**config.mk**
```make
export PLATFORM = sky130hd
export DESIGN_NAME = eq_i2s_tx
export DESIGN_NICKNAME = d
export VERILOG_FILES = /design/src/rtl/eq_i2s_tx.sv
export SDC_FILE = /design/constraint.sdc
export NUM_CORES = 1
export LEC_CHECK = 0
export BUFFER_PORTS_ARGS = -buffer_cell sky130_fd_sc_hd__buf_2
export CAP_MARGIN = 25
export CORE_MARGIN = 2
export CORE_UTILIZATION = 59
export DETAILED_ROUTE_END_ITERATION = 6
export PLACE_DENSITY_LB_ADDON = 0.08
export SYNTH_ARGS = -nofsm -noshare
export SYNTH_HDL_FRONTEND = slang
export SYNTH_SLANG_ARGS = --single-unit
```
**constraint.sdc**
```tcl
create_clock -name clk -period 4.9 [get_ports clk]
set_input_delay 0.49 -clock clk [delete_from_list [all_inputs] [get_ports clk]]
set_output_delay 0.49 -clock clk [all_outputs]
set_load 0.005 [all_outputs]
```
**src/rtl/eq_i2s_tx.sv**
```systemverilog
`default_nettype none
// +----------------------------------------------------------------------------+
// | Module  : eq_i2s_tx                                                        |
// | Purpose : Sample FIFO plus I2S transmitter with internally generated       |
// |           BCLK/LRCLK; each mono sample goes out on both channels.          |
// |           Define EQ_I2S_TX_LEFT_JUSTIFIED_EN for left-justified framing.   |
// | Revision: 1.0 - initial release                                            |
// +----------------------------------------------------------------------------+
module eq_i2s_tx #(
  parameter int DATA_W     = 16,
  parameter int FIFO_DEPTH = 8,
  parameter int BCLK_DIV   = 4
) (
  input  logic                          clk,
  input  logic                          rst,
  input  logic [DATA_W-1:0]             in_data,
  input  logic                          in_valid,
  output logic                          in_ready,
  input  logic                          enable,
  output logic [$clog2(FIFO_DEPTH):0]   fifo_level,
  output logic                          underrun,
  output logic                          i2s_bclk,
  output logic                          i2s_lrclk,
  output logic                          i2s_sdata
);

  localparam int c_PTR_W  = $clog2(FIFO_DEPTH);
  localparam int c_LVL_W  = c_PTR_W + 1;
  localparam int c_DIV_W  = $clog2(BCLK_DIV);
  localparam int c_SLOT_W = $clog2(2 * DATA_W);
  localparam int c_IDX_W  = (DATA_W > 1) ? $clog2(DATA_W) : 1;

  localparam logic [c_DIV_W-1:0]  c_DIV_LAST  = c_DIV_W'(BCLK_DIV - 1);
  localparam logic [c_DIV_W-1:0]  c_DIV_RISE  = c_DIV_W'(BCLK_DIV / 2 - 1);
  localparam logic [c_SLOT_W-1:0] c_SLOT_LAST = c_SLOT_W'(2 * DATA_W - 1);
  localparam logic [c_SLOT_W-1:0] c_SLOT_HALF = c_SLOT_W'(DATA_W);
  localparam logic [c_SLOT_W-1:0] c_SLOT_MSB  = c_SLOT_W'(DATA_W - 1);
  localparam logic [c_LVL_W-1:0]  c_FULL      = c_LVL_W'(FIFO_DEPTH);

  localparam logic [0:0] c_ST_IDLE = 1'b0;
  localparam logic [0:0] c_ST_RUN  = 1'b1;

  logic [0:0]          r_state;
  logic [0:0]          w_state_nxt;
  logic [c_DIV_W-1:0]  r_div_cnt;
  logic [c_SLOT_W-1:0] r_slot;
  logic [c_SLOT_W-1:0] w_slot_nxt;
  logic [DATA_W-1:0]   r_word;
  logic [DATA_W-1:0]   w_word_nxt;
  logic [c_IDX_W-1:0]  w_bit_idx;
  logic                w_lr_nxt;
  logic                w_sd_nxt;

  logic [DATA_W-1:0]   r_mem [FIFO_DEPTH];
  logic [c_PTR_W-1:0]  r_wr_ptr;
  logic [c_PTR_W-1:0]  r_rd_ptr;
  logic [c_LVL_W-1:0]  r_count;
  logic [c_LVL_W-1:0]  w_count_nxt;
  logic                r_in_ready;

  logic                r_bclk;
  logic                r_lrclk;
  logic                r_sdata;
  logic                r_underrun;

  logic w_run;
  logic w_rise_evt;
  logic w_fall_evt;
  logic w_frame_end;
  logic w_frame_start;
  logic w_stop;
  logic w_empty;
  logic w_push;
  logic w_pop;

  // ---------------- FSM: state register ----------------
  always_ff @(posedge clk or posedge rst) begin
    if (rst) begin
      r_state <= c_ST_IDLE;
    end else begin
      r_state <= w_state_nxt;
    end
  end

  // ---------------- FSM: next state ----------------
  always_comb begin
    w_state_nxt = r_state;
    case (r_state)
      c_ST_IDLE: if (enable) w_state_nxt = c_ST_RUN;
      c_ST_RUN:  if (w_stop) w_state_nxt = c_ST_IDLE;
      default:   w_state_nxt = c_ST_IDLE;
    endcase
  end

  // ---------------- FSM: control outputs ----------------
  always_comb begin
    w_run         = (r_state == c_ST_RUN);
    w_rise_evt    = w_run && (r_div_cnt == c_DIV_RISE);
    w_fall_evt    = w_run && (r_div_cnt == c_DIV_LAST);
    w_frame_end   = w_fall_evt && (r_slot == c_SLOT_LAST);
    w_frame_start = w_frame_end && enable;
    w_stop        = w_frame_end && !enable;
  end

  // ---------------- FIFO control ----------------
  always_comb begin
    w_empty     = (r_count == '0);
    w_push      = in_valid && r_in_ready;
    w_pop       = w_frame_start && !w_empty;
    w_count_nxt = r_count + c_LVL_W'(w_push) - c_LVL_W'(w_pop);
  end

  always_ff @(posedge clk) begin
    if (w_push) r_mem[r_wr_ptr] <= in_data;
  end

  // Ready is derived from the post-update level, so it reflects occupancy
  // before any pop on the following edge.
  always_ff @(posedge clk or posedge rst) begin
    if (rst) begin
      r_wr_ptr   <= '0;
      r_rd_ptr   <= '0;
      r_count    <= '0;
      r_in_ready <= 1'b1;
    end else begin
      if (w_push) r_wr_ptr <= r_wr_ptr + 1'b1;
      if (w_pop)  r_rd_ptr <= r_rd_ptr + 1'b1;
      r_count    <= w_count_nxt;
      r_in_ready <= (w_count_nxt != c_FULL);
    end
  end

  // ---------------- slot data selection ----------------
  always_comb begin
    w_slot_nxt = (r_slot == c_SLOT_LAST) ? '0 : r_slot + 1'b1;
    w_word_nxt = r_word;
    if (w_frame_start) w_word_nxt = w_empty ? '0 : r_mem[r_rd_ptr];
    // Both channel slots replay the same word MSB first.
    w_bit_idx = (w_slot_nxt < c_SLOT_HALF) ? c_IDX_W'(c_SLOT_MSB - w_slot_nxt)
                                           : c_IDX_W'(c_SLOT_LAST - w_slot_nxt);
    w_sd_nxt  = w_word_nxt[w_bit_idx];
`ifdef EQ_I2S_TX_LEFT_JUSTIFIED_EN
    w_lr_nxt  = (w_slot_nxt >= c_SLOT_HALF);
`else
    w_lr_nxt  = (w_slot_nxt >= c_SLOT_MSB) && (w_slot_nxt != c_SLOT_LAST);
`endif
  end

  // ---------------- bit clock and serial datapath ----------------
  always_ff @(posedge clk or posedge rst) begin
    if (rst) begin
      r_div_cnt  <= '0;
      r_slot     <= '0;
      r_word     <= '0;
      r_bclk     <= 1'b0;
      r_lrclk    <= 1'b0;
      r_sdata    <= 1'b0;
      r_underrun <= 1'b0;
    end else if (!w_run) begin
      r_div_cnt  <= '0;
      r_slot     <= c_SLOT_LAST;
      r_bclk     <= 1'b0;
      r_lrclk    <= 1'b0;
      r_sdata    <= 1'b0;
      r_underrun <= 1'b0;
    end else begin
      r_underrun <= 1'b0;
      r_div_cnt  <= (r_div_cnt == c_DIV_LAST) ? '0 : r_div_cnt + 1'b1;
      if (w_rise_evt) r_bclk <= 1'b1;
      if (w_fall_evt) begin
        r_bclk <= 1'b0;
        r_slot <= w_slot_nxt;
        if (w_stop) begin
          r_lrclk <= 1'b0;
          r_sdata <= 1'b0;
        end else begin
          r_lrclk    <= w_lr_nxt;
          r_sdata    <= w_sd_nxt;
          r_word     <= w_word_nxt;
          r_underrun <= w_frame_start && w_empty;
        end
      end
    end
  end

  assign in_ready   = r_in_ready;
  assign fifo_level = r_count;
  assign underrun   = r_underrun;
  assign i2s_bclk   = r_bclk;
  assign i2s_lrclk  = r_lrclk;
  assign i2s_sdata  = r_sdata;

endmodule
`default_nettype wire

```
==> results.md, run 1 <==
* Status: complete, no violations
* DR WL/cell at around 21 um
* Achievable frequency at around 260 MHz
* Largest net degree at the start of global routing at 40
* Post-detail-place hpwl at ~7.3 mm
* Hold Buf Count CTS at 0
* Commonest cells in the synthesized netlist: 128 x edfxtp_1, 38 x dfrtp_1, 34 x nand2_1, 28 x mux4_2, 20 x o21ai_0
* Total setup buffers inserted after CTS at 0
* Critical path data required time at approximately 5.2 ns
* CP top delay family: adder cells
* Max Clock Skew at a little under 0.008 ns
* CP max stage cell: or4b_2
* Critical Path, Cell by Cell: ha_1 > and3_1 > ha_1 > nand4_1 > buf_4 > nand2b_1 > buf_4 > inv_1 > ha_1 > inv_1 > ha_1 > inv_1 > fa_1 > inv_1 > or4b_2
* First-pass GRT wire length at just under 20 mm
* DRC Markers at 0
* Initial antenna violation count at 0
* Routed Wire Length at 12.1 mm
* Htree depth at 4
* Vias in the first global route at between 3k and 4k
* Final instance area at just under 8000 sq um
* Grt ovf at 0
* Global-route usage over all layers at a little over a fifth
* Clk Tree Root Cell: clkbuf_16
* Fraction of registers with async set/reset at a little under a quarter
* Critical Path AT at roughly 4.2 ns
* First drt pass iteration count at 4
* Core Area at roughly 11000 sq um
* Sequential share of power at 42.6%
* Clock share of power at between 30 and 40%
* Die width at about 110 um
* Setup TNS at 0 ns
* Fill cell count at 726
* Switching share of total power at between 20% and 30%
* Post-CTS sizing at 0
* Buffer levels on the longest clock path at 2
* Placer Congestion at slightly below 0.9
* Synth Net Count at between 400 and 500
* Minimum clock period at about 3.9 ns
* Num CTS Buffers at 17
* DRT antenna net count at 0
* Reg2reg start: r_slot[0]$_DFFE_PP0N_
* Worst Setup End Kind: flip-flop
* Die height at around 110 um
* Gate power share at approximately a quarter
* TritonCTS clock tree: yes
* CP max stage delay at 0.66 ns
* DR iter-0 viols at roughly 240
* Layout cells sized above 1 at between 20% and 30%
* Final Cycle Share at between 70 and 80%
* Count leader, synth: edfxtp_1
* CTS sink cnt at around 170
* # Max-Cap Violations at 0
* Via count at approximately 3.5k
* IO Port Bufs at 28
* Post-synth EDFFs at between 100 and 150
* CP max FO at 21
* Final Setup Violations at 0
* Synth area leaders: edfxtp_1 57%, dfrtp_1 14%, mux4_2 9.3%
* Clk Latency, worst-skew pair at around 0.42 ns
* Leak pwr at roughly 2.8 nW
* Worst reg2reg setup slack at ~1.0 ns
* Power density cells at about 600 nW/um^2
* Placed Area at roughly 7000 sq um
* NumNets Final at ~460
* Number of distinct library cells after synthesis at 43
* Main synth FF type: edfxtp_1
* Register area share after synthesis at a little under three quarters
* Yosys top cell by area: edfxtp_1
* Pwr Total at 4.70 mW
* #FFs+latches synth at about 170
* Vias per cell at 5.99
* IO Pins at 29
* Slew HR at between 40% and 50%
* Sw Pwr at about 1.4 mW
* Crit path buf inv count at 6
* Mapped Area at between 6000 and 7000 sq um
* Fin. Hold Viols at 0
* Startpoint Class: flip-flop
* Starting Density at 59.9%
* Mapped Cells at 388
* Top cell type's share of synthesized area at between 50% and 60%
* Slew Viols, Final at 0
* FP Rows at 39
* R2r endpoint: in_ready$_DFF_PP1_
* Pint at approximately 3.3 mW
* Peak supply drop at 0.401 mV
* Clock Pin Slew Worst Setup and Hold Paths at about 0.060 ns
* Unrepaired setup endpoints after global routing: false
* CP Class: reg2reg
* Actual slew at the worst max-slew pin at 0.825 ns
* Hold WC Path Type: in2async
* Mean Syn Cell Area at between 15 and 20 sq um
* Worst R2R Path Depth at 15
* Synth warnings at 0
* Diodes inserted at 0
* Die area at around 12000 sq um
* Area growth from synthesis to layout at 15.5%
-- tightest hold or removal path, delay by kind of cell --
kind	cells	cell delay, ns
buffers and inverters	3	0.54
-- flip-flops by register name, indices dropped and copies added (netlist names) --
signal      cells
underrun        1
in_ready        1
i2s_sdata       1
i2s_lrclk       1
r_rd_ptr        3
r_word         16
r_div_cnt       2
r_wr_ptr        3
r_slot          5
r_mem         128
r_state         1
i2s_bclk        1
fifo_level      4
-- worst max path at each step --
stage	startpoint	to	slack, ns	cells past startpoint
after global routing	r_slot[0]$_DFFE_PP0N_	in_ready$_DFF_PP1_	0.82	15
final	r_slot[0]$_DFFE_PP0N_	in_ready$_DFF_PP1_	1.05	15
after global placement	r_slot[0]$_DFFE_PP0N_	in_ready$_DFF_PP1_	1.17	15
after floorplan	r_slot[0]$_DFFE_PP0N_	in_ready$_DFF_PP1_	1.56	15
after detailed placement	r_slot[0]$_DFFE_PP0N_	in_ready$_DFF_PP1_	1.05	15
after CTS	r_slot[0]$_DFFE_PP0N_	in_ready$_DFF_PP1_	1.03	15
-- layout by cell type, fill, tap and decap left out, types with 2 or more instances in the layout --
master	instances
edfxtp_1	128
dfrtp_1	37
nand2_1	34
mux4_2	28
buf_2	28
o21ai_0	20
mux2i_1	19
clkbuf_16	17
inv_1	13
buf_4	13
ha_1	11
nor2_1	10
nand3_1	7
xnor2_1	6
bufinv_16	6
o211ai_1	5
nand2b_1	4
mux4_1	4
nor3_2	4
nand4_1	3
a21o_1	3
xor2_1	3
and2_1	3
nor3_1	3
clkinv_1	3
clkinv_4	3
mux2_2	2
nor2b_1	2
o2111ai_1	2
-- per-layer routing --
metal  up-vias  track usage (%)  share of wire [%]
met4         0             10.2                2.6
li1       1597                -                  -
met5         -                0                  0
met3        27             5.30                5.4
met1      1777             28.2                 41
met2       113             34.6                 51
-- logic make-up after synthesis --
logic type | Yosys count | synth area share (%)
buffers and inverters | 31 | 2.02
XOR/XNOR | 9 | 1.17
AO/OA/AOI/OAI | 40 | 3.82
multiplexers | 53 | 14.0
adder cells (fa/ha/maj) | 12 | 2.33
AND/OR/NAND/NOR | 76 | 5.24
flip-flops | 167 | 71.4
-- layout make-up --
| type | count | area (sq um) | share of cell area (%) |
|---|---|---|---|
| clock buffer | 18 | 429 | 5.50 |
| clock inverter | 14 | 230 | 2.95 |
| inverter | 13 | 48.8 | 0.626 |
| multi-input combinational | 190 | 1820 | 23.4 |
| sequential | 167 | 4820 | 61.8 |
| tap | 143 | 179 | 2.29 |
| timing repair buffer | 42 | 265 | 3.40 |
-- power groups by stage --
stage | sequential [mW] | combinational (mW) | clock (mW)
4_1_cts | 2.04 | 1.19 | 1.48
5_1_grt | 2.04 | 1.37 | 1.54
3_3_place_gp | 2.05 | 1.15 | 0
6_report | 2.00 | 1.24 | 1.46
2_1_floorplan | 1.94 | 0.953 | 0
3_5_place_dp | 2.07 | 1.18 | 0
-- stage by stage --
stage          utilization (%)  setup WS (ns)  hold slack (ns)  std cells
2_1_floorplan                -           1.56            0.443        388
3_3_place_gp              63.1           1.17            0.461        554
3_5_place_dp              63.1           1.05            0.469        554
4_1_cts                   68.9           1.03            0.183        586
5_1_grt                   69.2          0.820            0.237        587
6_report                  69.2           1.05            0.174        587
Power figures use the tool's default switching activity.
==> run 2: changes to the inputs <==
--- a/config.mk
+++ b/config.mk
@@ -5,6 +5,7 @@
 export SDC_FILE = /design/constraint.sdc
 export NUM_CORES = 1
 export LEC_CHECK = 0
+export ABC_AREA = 1
 export BUFFER_PORTS_ARGS = -buffer_cell sky130_fd_sc_hd__buf_2
 export CAP_MARGIN = 25
 export CORE_MARGIN = 2
==> constraint.sdc (replaced) <==
create_clock -name clk -period 3.9 [get_ports clk]
set_input_delay 0.39 -clock clk [delete_from_list [all_inputs] [get_ports clk]]
set_output_delay 0.39 -clock clk [all_outputs]
set_load 0.005 [all_outputs]
==> results.md, run 2 <==
* Sequential share of power at 53.3% (+11 points)
* Layout cells sized above 1 at 12.7% (-12 points)
* Gate power share at 12.0% (-14 points)
* Synth warnings at 0 (unchanged)
* Met3 routed WL at 840 um (+29%)
* Area growth from synthesis to layout at 10.9%
* Xor and xnor fraction of the mapped netlist area at 0.608% (-0.56 points)
* Hold WC Path Type: in2async
* Main synth FF type: edfxtp_1
* Final Cycle Share at 73.9% (-4.7 points)
* Final Setup Violations at 0 (unchanged)
* DR WL/cell at 17.3 um (-16%)
* #FFs+latches synth at 167 (unchanged)
* Minimum clock period at 2.88 ns (-0.970 ns)
* Synth area leaders: edfxtp_1 53%, dfrtp_1 13%, nand2_1 11%
* Achievable frequency at 347 MHz (+34%)
* Initial antenna violation count at 0 (unchanged)
* Post-CTS sizing at 0 (unchanged)
* Die area at 13100 sq um (+6.4%)
* Core Area at 12000 sq um (+6.1%)
* Unrepaired setup endpoints after global routing: false
* TritonCTS clock tree: yes
* Placer Congestion at 0.829 (-4.7%)
* Top flop regs: r_mem (128), r_word (16), r_slot (5)
* Fraction of the mapped netlist area in simple logic gates at 21.6% (+16 points)
* Number of distinct library cells after synthesis at 33 (-23%)
* IO Pins at 29 (unchanged)
* DRT antenna net count at 0 (unchanged)
* Most frequent cells in the layout: 207 x nand2_1, 128 x edfxtp_1, 71 x nor2_1
* Fin. Hold Viols at 0 (unchanged)
* FP Rows at 40 (+2.6%)
* CP Class: reg2reg
* Post-layout util at 66.8% (-2.4 points)
* Leak pwr at 3.44 nW (+23%)
* Largest register FFs at 128 (unchanged)
* Power density cells at 518 nW/um^2 (-14%)
* Starting Density at 60.2% (+0.29 points)
* CTS sink cnt at 167 (unchanged)
* Top cell type's share of synthesized area at 53.4% (-3.5 points)
* Startpoint Class: flip-flop
* Mux share of post-synthesis cell area at 0% (-14 points)
* NumNets Final at 746 (+61%)
* Switching share of total power at 25.2% (-3.6 points)
* Max Clock Skew at 0.0100 ns (+0.00229 ns)
* Commonest cells in the synthesized netlist: 207 x nand2_1, 128 x edfxtp_1, 71 x nor2_1, 66 x nand3_1, 61 x inv_1
* DP Worst Slack at 1.04 ns (-0.00808 ns)
* Synth Net Count at 711 (+69%)
* Sw Pwr at 1.05 mW (-23%)
* Setup TNS at 0 ns (unchanged)
* Pwr Total at 4.14 mW (-12%)
* Htree depth at 4 (unchanged)
* Diodes inserted at 0 (unchanged)
* Total setup buffers inserted after CTS at 0 (unchanged)
* Top sig layer: met4
* Post-synth EDFFs at 128 (unchanged)
* Post-synthesis adder-cell area fraction at 2.19% (-0.15 points)
* IO Port Bufs at 28 (unchanged)
* Biggest register: r_mem
* Register area share after synthesis at 66.9% (-4.4 points)
* DR iter-0 viols at 406 (+72%)
* Slew Viols, Final at 0 (unchanged)
* Vias per cell at 5.52 (-7.8%)
* FF+latch area at 4820 sq um (unchanged)
* DR WL met2 at 7.36 mm (+18%)
* Complex-gate fraction of the synthesized area at 3.02% (-0.79 points)
* First drt pass iteration count at 5 (+1)
* Clock share of power at 34.7% (+3.6 points)
* Vias in the first global route at 4597 (+25%)
* Global-route usage over all layers at 25.2% (+3.6 points)
* First-pass GRT wire length at 24.2 mm (+24%)
* Pint at 3.10 mW (-7.4%)
* Mapped Area at 7200 sq um (+6.6%)
* Most common cell after layout, fill and taps aside: nand2_1
* Actual slew at the worst max-slew pin at 0.953 ns (+0.127 ns)
* Die width at 114 um (+3.1%)
* Routed Wire Length at 15.1 mm (+25%)
* CP max FO at 18 (-14%)
* Num CTS Buffers at 17 (unchanged)
* Final Hold Slack at 0.0900 ns (-0.0836 ns)
* Largest net degree at the start of global routing at 71 (+78%)
* Mapped Cells at 679 (+75%)
* Mean Syn Cell Area at 10.6 sq um (-39%)
* Area taken by multi-input logic gates at 1980 sq um (+8.4%)
* Buffer levels on the longest clock path at 2 (unchanged)
* Post-detail-place hpwl at 8.80 mm (+21%)
* Peak supply drop at 0.360 mV (-10%)
* Slew HR at 36.4% (-8.6 points)
* DRC Markers at 0 (unchanged)
* Clock Pin Slew Worst Setup and Hold Paths at 0.06 ns (about the same)
* Yosys top cell by area: edfxtp_1
* Met1 WL at 6.59 mm (+33%)
* Status: complete, no violations
* Critical Path AT at 3.23 ns (-0.95 ns)
* Slack of the critical path at 1.02 ns (-0.0297 ns)
* Via count at 4823 (+37%)
* Fraction of registers with async set/reset at 23.4% (unchanged)
* Critical path data required time at 4.25 ns (-0.98 ns)
* Fill cell count at 905 (+25%)
* Clk Tree Root Cell: clkbuf_16
* # Max-Cap Violations at 0 (unchanged)
* Worst Setup End Kind: flip-flop
* Hold Buf Count CTS at 0 (unchanged)
* Clk Latency, worst-skew pair at 0.43 ns (about the same)
* Count leader, synth: nand2_1
* Die height at 114 um (+3.1%)
* Largest family of logic cells by synthesized area: simple AND/OR/NAND/NOR gates
* Grt ovf at 0 (unchanged)
[run 2: changes by cell type in the layout (fill, tap and decap cells not counted), moves of 19 or more]
cell,delta
nand3_1,+59
mux2i_1,-19
inv_1,+48
nand2_1,+173
nor2_1,+61
mux4_2,-28
[run 2: cell families after synthesis]
| family | count (synthesis) |
|---|---|
| compound gates | 39 |
| xor+xnor | 5 |
| fa+ha+maj | 12 |
| buf+inv | 92 |
| flops | 167 |
| simple gates | 364 |
[run 2: area by class of cell]
| cell class | count | area share, % |
|---|---|---|
| Clock buffer | 19 | 5.42 |
| Clock inverter | 13 | 0.814 |
| Inverter | 65 | 3.05 |
| Multi-Input combinational cell | 420 | 24.7 |
| Sequential cell | 167 | 60.4 |
| Tap cell | 147 | 2.30 |
| Timing Repair Buffer | 43 | 3.32 |
[run 2: path summary, 6_finish.rpt]
path | to | slack [ns] | startpoint | cells past startpoint
max in group asynchronous | r_div_cnt[1]$_DFF_PP0_ | 3.03 | rst | 3
worst max register to register | in_ready$_DFF_PP1_ | 1.02 | r_slot[1]$_DFFE_PP0N_ | 16
min in group clk | r_mem[3][5]$_DFFE_PP_ | 0.22 | in_data[5] | 1
worst min register to register | r_word[7]$_DFFE_PP0P_ | 0.48 | r_word[7]$_DFFE_PP0P_ | 2
worst min-delay path | fifo_level[2]$_DFF_PP0_ | 0.09 | rst | 2
worst max-delay path | in_ready$_DFF_PP1_ | 1.02 | r_slot[1]$_DFFE_PP0N_ | 16
[run 2: metrics by stage]
step / instances / instance area, sq um
3_5_place_dp: 841 / 7470
5_1_grt: 874 / 7990
4_1_cts: 873 / 7970
6_report: 874 / 7990
2_1_floorplan: 679 / 7200
3_3_place_gp: 841 / 7470
[run 2: critical path: stages, from the launching register on]
cell	delay [ns]
dfrtp_1	0.40
ha_1	0.18
nand2_1	0.08
nor2_1	0.12
ha_1	0.24
inv_2	0.07
nor2_4	0.13
nand2_4	0.16
nor2_8	0.13
ha_1	0.23
inv_1	0.06
ha_1	0.16
inv_1	0.05
fa_1	0.48
inv_1	0.05
nor3_1	0.17
nand2_1	0.08
[run 2: per-layer routing]
layer  vias to the layer above  track usage [%]
li1                       2303                -
met1                      2311             34.5
met2                       182             39.8
met3                        27             5.08
met4                         0             10.3
met5                         -                0
[run 2: power groups by stage]
stage / Clock (mW) / Sequential, mW / Combinational, mW
2_1_floorplan: 0 / 2.23 / 0.300
3_3_place_gp: 0 / 2.24 / 0.479
3_5_place_dp: 0 / 2.24 / 0.499
4_1_cts: 1.45 / 2.21 / 0.501
5_1_grt: 1.53 / 2.22 / 0.565
6_report: 1.44 / 2.21 / 0.498
